<file path="src/rtl/fp_multicycle_ctrl.sv">
// Multi-cycle FP sequencer for the RV32IF execute stage: freezes the front end for
// the operation's latency, then releases it into MEM with a result strobe.
module fp_multicycle_ctrl #(
  parameter int FADD_LAT  = 3,
  parameter int FMUL_LAT  = 4,
  parameter int FDIV_LAT  = 16,
  parameter int FSQRT_LAT = 20,
  parameter int CNT_W     = 5
) (
  input  logic        clk,
  input  logic        reset,
  input  logic        startE,
  input  logic [1:0]  opClassE,
  input  logic [4:0]  RdE,
  input  logic        FlushE,
  input  logic        statClr,
  output logic        fpuStart,
  output logic [1:0]  fpuOp,
  output logic        StallF,
  output logic        StallD,
  output logic        StallE,
  output logic        BubbleM,
  output logic        resultValid,
  output logic [4:0]  resultRd,
  output logic        busy,
  output logic [31:0] stallCount
);

  typedef enum logic [1:0] {IDLE, BUSY, DONE} state_t;

  state_t           state;
  logic [CNT_W-1:0] cnt;
  logic [31:0]      stall_cnt;
  logic             accept;
  logic             stall;

  // Loaded count is LAT-1: the accept cycle itself is the first stalled cycle.
  function automatic logic [CNT_W-1:0] lat_m1(input logic [1:0] op);
    case (op)
      2'b00:   lat_m1 = CNT_W'(FADD_LAT - 1);
      2'b01:   lat_m1 = CNT_W'(FMUL_LAT - 1);
      2'b10:   lat_m1 = CNT_W'(FDIV_LAT - 1);
      default: lat_m1 = CNT_W'(FSQRT_LAT - 1);
    endcase
  endfunction

  function automatic logic [31:0] sat_inc(input logic [31:0] v);
    sat_inc = (v == 32'hFFFF_FFFF) ? v : v + 32'd1;
  endfunction

  assign accept = (state == IDLE) && startE && !FlushE;
  assign stall  = accept || (state == BUSY);

  assign fpuStart    = accept;
  assign StallF      = stall;
  assign StallD      = stall;
  assign StallE      = stall;
  assign BubbleM     = stall;
  assign resultValid = (state == DONE);
  assign busy        = (state != IDLE);
  assign stallCount  = stall_cnt;

  always_ff @(posedge clk or posedge reset) begin
    if (reset) begin
      state    <= IDLE;
      cnt      <= '0;
      fpuOp    <= 2'b00;
      resultRd <= 5'd0;
    end else begin
      case (state)
        IDLE: begin
          if (accept) begin
            cnt      <= lat_m1(opClassE);
            fpuOp    <= opClassE;
            resultRd <= RdE;
            state    <= BUSY;
          end
        end
        BUSY: begin
          if (cnt == CNT_W'(1)) begin
            state <= DONE;
          end else begin
            cnt <= cnt - 1'b1;
          end
        end
        // startE still shows the completing instruction here, so it is not sampled.
        DONE:    state <= IDLE;
        default: state <= IDLE;
      endcase
    end
  end

  always_ff @(posedge clk or posedge reset) begin
    if (reset) begin
      stall_cnt <= 32'd0;
    end else if (statClr) begin
      stall_cnt <= 32'd0;
    end else if (stall) begin
      stall_cnt <= sat_inc(stall_cnt);
    end
  end

endmodule

</file>
<file path="config.mk">
export PLATFORM = sky130hd
export DESIGN_NAME = fp_multicycle_ctrl
export DESIGN_NICKNAME = d
export VERILOG_FILES = /design/src/rtl/fp_multicycle_ctrl.sv
export SDC_FILE = /design/constraint.sdc
export NUM_CORES = 1
export LEC_CHECK = 0
export ABC_AREA = 1
export CAP_MARGIN = 20
export CORE_MARGIN = 8
export CORE_UTILIZATION = 52
export DETAILED_ROUTE_END_ITERATION = 10
export PLACE_DENSITY = 0.92
export SLEW_MARGIN = 20
export SYNTH_ARGS = -nofsm -noshare
export SYNTH_HDL_FRONTEND = slang
export SYNTH_SLANG_ARGS = --single-unit
</file>
<file path="constraint.sdc">
create_clock -name clk -period 2.04 [get_ports clk]
set_input_delay 0.51 -clock clk [delete_from_list [all_inputs] [get_ports clk]]
set_output_delay 0.51 -clock clk [all_outputs]
set_load 0.01 [all_outputs]
</file>
* Word-level counts from Yosys, hierarchy flattened *
Cells that the tools add are included.

cells by class
  muxes and demuxes = 10
  $add $sub $neg = 2
  equality and inequality tests = 10
  reduce and logical (&&, ||, !) cells = 13

operators by type and width
  cell                   count
  $mux 32                3
  $add 32x1->32 const B  1
  $eq 32x32->1 const B   1
  $pmux 5 s3             1
  $mux 5                 2
  $pmux 5 s2             1
  $ne 2x2->1 const B     3
  $reduce_and 2->1       3
  $reduce_bool 2->1      3
  $eq 5x1->1 const B     1
  $sub 5x1->5 const B    1
  $eq 2x1->1 const B     2
  $eq 2x2->1 const B     2
  $logic_not 2->1        2
  $mux 2                 2
  $pmux 2 s2             1
  $reduce_and 3->1       1
  $logic_and 1x1->1      2
  $ne 2x1->1 const B     1
  $logic_not 1->1        1
  $logic_or 1x1->1       1

word-level totals
  flip-flop bits (word level) = 46
  word-level logic and storage cells = 40
  output and inout bits = 46

* Depth between registers and ports, before layout *
Gate-level depths: netlist of the first run.

  word-level depth = 6
  gate-level depth with buffers = 10

* Worst setup path before layout of the first run *
OpenSTA, ideal clock, no wires.

  path kind = input to output
  start = input startE
  end = output StallD
  cell stages on the path = 5
  slack = 0.265 ns
  arrival = 1.265 ns
  data required time = 1.530 ns
  cells stage by stage = inv_1 nor3_4 nor2_1 inv_1 buf_4

between the ends
  cells in the longest elaborated chain, start to end = 3

ends and longest elaborated chain
  element                          line  text
  from (decl)                      12    input logic startE,
  $logic_and 1x1->1 (2 in series)  51    assign accept = (state == IDLE) && startE && !FlushE;
  net fpuStart                     17    output logic fpuStart,
  $logic_or 1x1->1                 52    assign stall = accept || (state == BUSY);
  to (decl)                        20    output logic StallD,

The timed path passes the listed nets, and every way through them passes these cells.

* Worst setup path in the final report of the first run *
  start = input FlushE
  end = output StallD

between the ends
  cells in the longest elaborated chain, start to end = 3

ends and longest elaborated chain
  element            line  text
  from (decl)        15    input logic FlushE,
  $logic_not 1->1    51
  $logic_and 1x1->1  51
  $logic_or 1x1->1   52

No other way between the ends.

==> results of run 1 <==
## worst max-delay path, delay by kind of cell
kind                   cells  cell delay [ns]
and+or+nand+nor            2             0.29
buffers and inverters      3             0.65
## cell families after synthesis
kind of cell	count (synthesis)	synth area share, %
simple gates	272	39.93
flops	46	38.75
xor+xnor	2	0.5898
buf+inv	58	9.309
compound gates	50	10.15
fa+ha+maj	3	1.264
## layer usage
layer | track usage (%) | vias up | share of wire (%)
met1 | 21.85 | 1367 | 44
met4 | 6.003 | 0 | 1.5
met5 | 0 | - | 0
met3 | 4.609 | 9 | 5.6
met2 | 31.45 | 72 | 49
li1 | - | 1486 | -
## layout by cell type, fill, tap and decap left out
cell | netlist | routed
o21bai_1 | 4 | 4
nand2_1 | 149 | 149
nand2_2 | 10 | 10
buf_6 | 4 | 5
nor2_2 | 4 | 5
nand2_4 | 2 | 2
nor2_8 | 1 | 1
xnor2_1 | 1 | 1
o21ai_1 | 22 | 22
a31oi_1 | 3 | 3
nor3_1 | 1 | 1
o21ai_0 | 8 | 8
dfrtp_1 | 46 | 46
a21oi_1 | 2 | 2
o211ai_1 | 2 | 2
nor2_4 | 1 | 1
nor3_4 | 1 | 1
inv_2 | 1 | 4
inv_1 | 44 | 41
nand3b_1 | 1 | 1
clkinv_2 | 0 | 2
dlymetal6s2s_1 | 0 | 1
nand3_1 | 44 | 44
clkdlybuf4s50_1 | 0 | 51
clkbuf_8 | 0 | 5
o31ai_1 | 1 | 1
or2_2 | 5 | 5
buf_2 | 2 | 1
nand3_2 | 1 | 1
nor2_1 | 52 | 51
buf_4 | 4 | 10
xor2_1 | 1 | 1
buf_12 | 0 | 3
o21ai_2 | 8 | 8
ha_1 | 3 | 3
## stage by stage
stage / hold slack (ns) / total power [uW] / TNS, ns / cell area, sq um
global route: 0.5145 / 3078 / 0 / 3754
detailed placement: 0.4580 / 2326 / -2.386 / 3651
CTS: 0.4787 / 2834 / 0 / 3722
finish: 0.4776 / 2886 / 0 / 3754
global placement: 0.4536 / 2282 / -1.963 / 3651
floorplan: 0.5086 / 1873 / 0 / 2970
## cell usage after synthesis
cell type	instances
xnor2_1	1
inv_1	44
nand3b_1	1
o21ai_0	8
nand2_2	10
nor2_8	1
buf_6	4
nand3_2	1
o21bai_1	4
clkbuf_1	2
a31oi_1	3
nor3_1	1
buf_4	4
or2_2	5
nor2_4	1
o211ai_1	2
nor2_2	4
o21ai_1	22
xor2_1	1
o31ai_1	1
nor3_4	1
buf_2	2
o21ai_2	8
nand2_1	149
nor2_1	52
nand3_1	44
inv_2	1
dfrtp_1	46
ha_1	3
buf_8	1
a21oi_1	2
nand2_4	2
## layout make-up
cell class,count,area [sq um]
Fill cell,468,1753
Timing Repair Buffer,71,719.4
Tap cell,72,90.09
Multi-Input combinational cell,327,1545
Clock buffer,5,68.82
Clock inverter,2,10.01
Sequential cell,46,1151
Inverter,45,168.9
## registers in the layout (all words and copies together), names as in the netlist
register,cells
stallCount,32
cnt,5
resultRd,5
fpuOp,2
state,2
## path summary, 6_finish.rpt
check                                     startpoint                          to  depth (start not counted)
max                                           FlushE                      StallD                          5
min                          resultRd[2]$_DFFE_PP0P_     resultRd[2]$_DFFE_PP0P_                          2
max reg2reg                stallCount[1]$_DFFE_PP0P_   stallCount[9]$_DFFE_PP0P_                         11
min reg2reg                  resultRd[2]$_DFFE_PP0P_     resultRd[2]$_DFFE_PP0P_                          2
max in group asynchronous                      reset   stallCount[2]$_DFFE_PP0P_                          3
min in group asynchronous                      reset  stallCount[31]$_DFFE_PP0P_                          2
## timing repair
action / CTS / global route
setup endpoints to repair: 5 / 5
gates resized for setup: 20 / 9
buffers inserted: 1 / 1
pin swaps: 1 / 2
gates cloned: 0 / 0
## report_power, final
| part | internal, uW | switching, uW |
|---|---|---|
| logic | 553 | 626 |
| clock network | 231 | 308 |
| registers | 1060 | 106 |
==> results.cfg, run 1 <==
[floorplanning]
start_util_pct = 53.94
ios = 58
row_count = 27
core_area_sq_mm = 0.005507
die_w_um = 91.58
die_h_um = 91.58
die-area_sq_mm = 0.008387

[min_path]
hp-class = flop to flop

[global_route]
grt_first_pass_wirelength_um = 12810
grt_pass1_vias = 2798
grt_max_degree = 38
antenna_found_initial = 0
grt_overflow_total = 0
grt_util_all_layers_pct = 18.36

[timing]
min_period_over_period_pct = 96.92
worst_pin_slew_ns = 0.4142
finalSetupViolCount = 0
fin_skew_ns = 0.003753
fin_crit_ns = 1.977
max-slew-margin-rel_pct = 72.35
rsz0062_at_grt = no
setup_slack_ns = 0.06279
finalMaxSlewViolations = 0
fmax_mhz = 505.8
final_hold_viol_count = 0

[cells_and_area]
finalNetCount = 511
final_cell_count_no_fill = 568
syn_to_final_growth_pct = 26.37
layout-drive-gt1-share_pct = 12.90
post-route-util_pct = 68.17
diodes = 0

[route]
num_vias = 2934
firstDrtPassIters = 5
routed_wl_um = 7542
via_per_inst = 5.165
remaining_drc_errors = 0
ant_nets = 0
wl_per_cell_um = 13.28
drt_first_iter_violations = 155

[clock_network]
clk_root_buffer_cell = clkbuf_8
htree_levels = 2
clkSinkCount = 46
cts_tree = built
cts_made_buffers = 5
clock_path_buffers = 2
clk_latency_ns = 0.30
cts_hold_buf = 0
clk_pin_slew_ns = 0.08

[job]
cap_violations = 0

[synthesis]
synthTopCellsByArea = dfrtp_1, nand2_1, nand3_1, nor2_1, inv_1
ys_seq_area_share_pct = 38.75
ys_types = 32
yosysWarnings = 0
syn_inst = 431
syn-num-nets = 446
synth_area_per_cell_sq_um = 6.892
synth.top_cell.area_share_pct = 38.75
synthesis.area_sq_mm = 0.002970
synth.ff_latch_count = 46
yosysTopAreaCell = dfrtp_1

[place]
io_buffers = 57
hpwl_um = 5734
gp_congestion = 0.9016
place_ws_ns = -0.4431
post-place-cells = 559

[worst_setup_path]
cp_max_fo = 4
crit_type = input pin to output pin
setup.worst_path.start_class = input pin
cp_slowest_stage_delay_ns = 0.44
crit_path_top_delay_cell = clkdlybuf4s50_1
crit_arrival_ns = 1.47
cp_cell_sequence = clkdlybuf4s50_1 > nor3_4 > nor2_2 > inv_2 > buf_6
rrSetupSlack_ns = 0.23
endpoint_kind = output pin
crit_required_ns = 1.53

[outcome]
status = finished clean

[pwr]
powerDensity_mw_per_mm2 = 768.9
leakage_uw = 0.001677
ir_drop_mv = 0.5521
(Power assumes the default switching activity.)
==> run 2, diff against run 1 <==
CORE_UTILIZATION = 44   (was 52)
MAX_ROUTING_LAYER = met4   (was default)
PLACE_DENSITY = 0.82   (was 0.92)
SKIP_CTS_REPAIR_TIMING = 1   (was default)
==> run 2 against run 1 <==
Against the previous run:
- first-iteration DRC count is 12% lower
- utilization fell by 12 points
- sequential power about the same
- final cell count grew 1.2%
- combinational power fell by 7%
- die area increased by 15%
- highest routed layer unchanged
==> results.cfg, run 2 (synthesized netlist as in run 1, its figures left out) <==
[outcome]
status = finished clean

[global_route]
antenna_found_initial = 0
grt_pass1_vias = 2834
grt_use_met1_pct = 18.64
grt_overflow_total = 0
grt_util_all_layers_pct = 15.90
use_met2_pct = 27.03
grt_first_pass_wirelength_um = 12680
met3_usage_pct = 3.627
grt_max_degree = 47
busiest_layer = met2

[job]
cap_violations = 0

[cells_and_area]
regArea_sq_mm = 0.001151
diodes = 0
n_fill_cell = 589
multi_input_area_sq_mm = 0.001545
syn_to_final_growth_pct = 27.38
finalNetCount = 509
final_cell_mix = nand2_1, clkdlybuf4s50_1, nor2_1
largest_register_ffs = 32
layout-drive-gt1-share_pct = 12.12
final_area_sq_mm = 0.003784
layout_commonest_cell = nand2_1

[worst_setup_path]
crit_type = input pin to output pin
cp_max_fo = 2
endpoint_kind = output pin
path_delay_family = buffers and inverters
cp_slowest_stage_delay_ns = 0.45
cp_cell_sequence = clkdlybuf4s50_1 > nor3_4 > buf_4 > dlymetal6s2s_1
crit_path_top_delay_cell = clkdlybuf4s50_1
setup.worst_path.start_class = input pin
crit_required_ns = 1.53
crit_arrival_ns = 1.44
cp.buffers_inverters = 3

[route]
firstDrtPassIters = 4
num_vias = 2871
via_per_inst = 4.993
drt_first_iter_violations = 137
wl_per_cell_um = 12.41
routed_wl_um = 7133
ant_nets = 0
remaining_drc_errors = 0

[clock_network]
cts_made_buffers = 5
clock_path_buffers = 2
clk_root_buffer_cell = clkbuf_8
htree_levels = 2
cts_tree = built
clkSinkCount = 46
clk_pin_slew_ns = 0.09
clk_latency_ns = 0.29

[timing]
fin_skew_ns = 0.004360
finalMaxSlewViolations = 0
setup_slack_ns = 0.08549
fmax_mhz = 511.6
fin_hold_ws_ns = 0.4808
finalSetupViolCount = 0
min_period_over_period_pct = 95.81
rsz0062_at_grt = no
max-slew-margin-rel_pct = 65.21
final_hold_viol_count = 0
fin_crit_ns = 1.955
worst_pin_slew_ns = 0.5199

[floorplanning]
die_h_um = 98.17
start_util_pct = 44.46
row_count = 30
die-area_sq_mm = 0.009636
ios = 58
die_w_um = 98.17
core_area_sq_mm = 0.006681

[place]
gp_congestion = 0.9437
io_buffers = 57
hpwl_um = 5488
placement.cell_area_sq_mm = 0.003661
place_ws_ns = -0.3869

[pwr]
leakage_uw = 0.001689
ir_drop_mv = 0.3161
powerDensity_mw_per_mm2 = 815.8

[min_path]
hp-class = flop to flop
run 2: changes by cell type in the layout (fill, tap and decap cells not counted), sizes merged:
cell           previous run  this run
buf                      19        14
bufinv                    0         2
clkbuf                    5         7
clkdlybuf4s50            51        52
clkinv                    2         1
run 2: area by class of cell:
class | instances | area share (%)
Sequential cell | 46 | 30.42
Tap cell | 80 | 2.646
Timing Repair Buffer | 69 | 17.99
Clock inverter | 3 | 1.819
Inverter | 45 | 4.464
Multi-Input combinational cell | 327 | 40.84
Clock buffer | 5 | 1.819
run 2: path summary, 6_finish.rpt:
check,startpoint,to,slack (ns),cells past startpoint
hold / removal,resultRd[3]$_DFFE_PP0P_,resultRd[3]$_DFFE_PP0P_,0.48,2
max in group asynchronous,reset,stallCount[23]$_DFFE_PP0P_,1.27,3
setup / recovery,FlushE,fpuStart,0.09,4
hold reg to reg,resultRd[3]$_DFFE_PP0P_,resultRd[3]$_DFFE_PP0P_,0.48,2
setup reg to reg,stallCount[0]$_DFFE_PP0P_,stallCount[9]$_DFFE_PP0P_,0.17,11
min in group asynchronous,reset,resultRd[3]$_DFFE_PP0P_,0.55,3
run 2: stage by stage:
| step | power [uW] | utilization (%) | cells | setup TNS (ns) |
|---|---|---|---|---|
| 5_1_grt | 3310 | 56.63 | 575 | 0 |
| 2_1_floorplan | 1873 | - | 431 | 0 |
| 6_report | 3087 | 56.63 | 575 | 0 |
| 4_1_cts | 3158 | 56.85 | 575 | -1.965 |
| 3_3_place_gp | 2288 | 54.79 | 567 | -1.882 |
| 3_5_place_dp | 2337 | 54.79 | 567 | -1.980 |
run 2: power by group:
part / total [uW] / switching (uW) / internal [uW]
Clock: 813 / 322 / 491
Combinational: 1100 / 601 / 501
Sequential: 1170 / 108 / 1060
run 2: layer usage:
layer	wire length [um]	share of wire (%)
met5	0	0
met4	44	0.62
met3	303	4.2
met2	3501	49
met1	3284	46
run 2: worst reg2reg max path, cell delays in order, from the launching register on:
cell	delay [ns]
dfrtp_1	0.44
ha_1	0.24
nand2_2	0.09
nor2_4	0.13
nand2_4	0.10
nor2_8	0.17
nand3_2	0.11
nand2_4	0.11
buf_12	0.19
inv_1	0.09
nand2_1	0.07
nand2_1	0.04
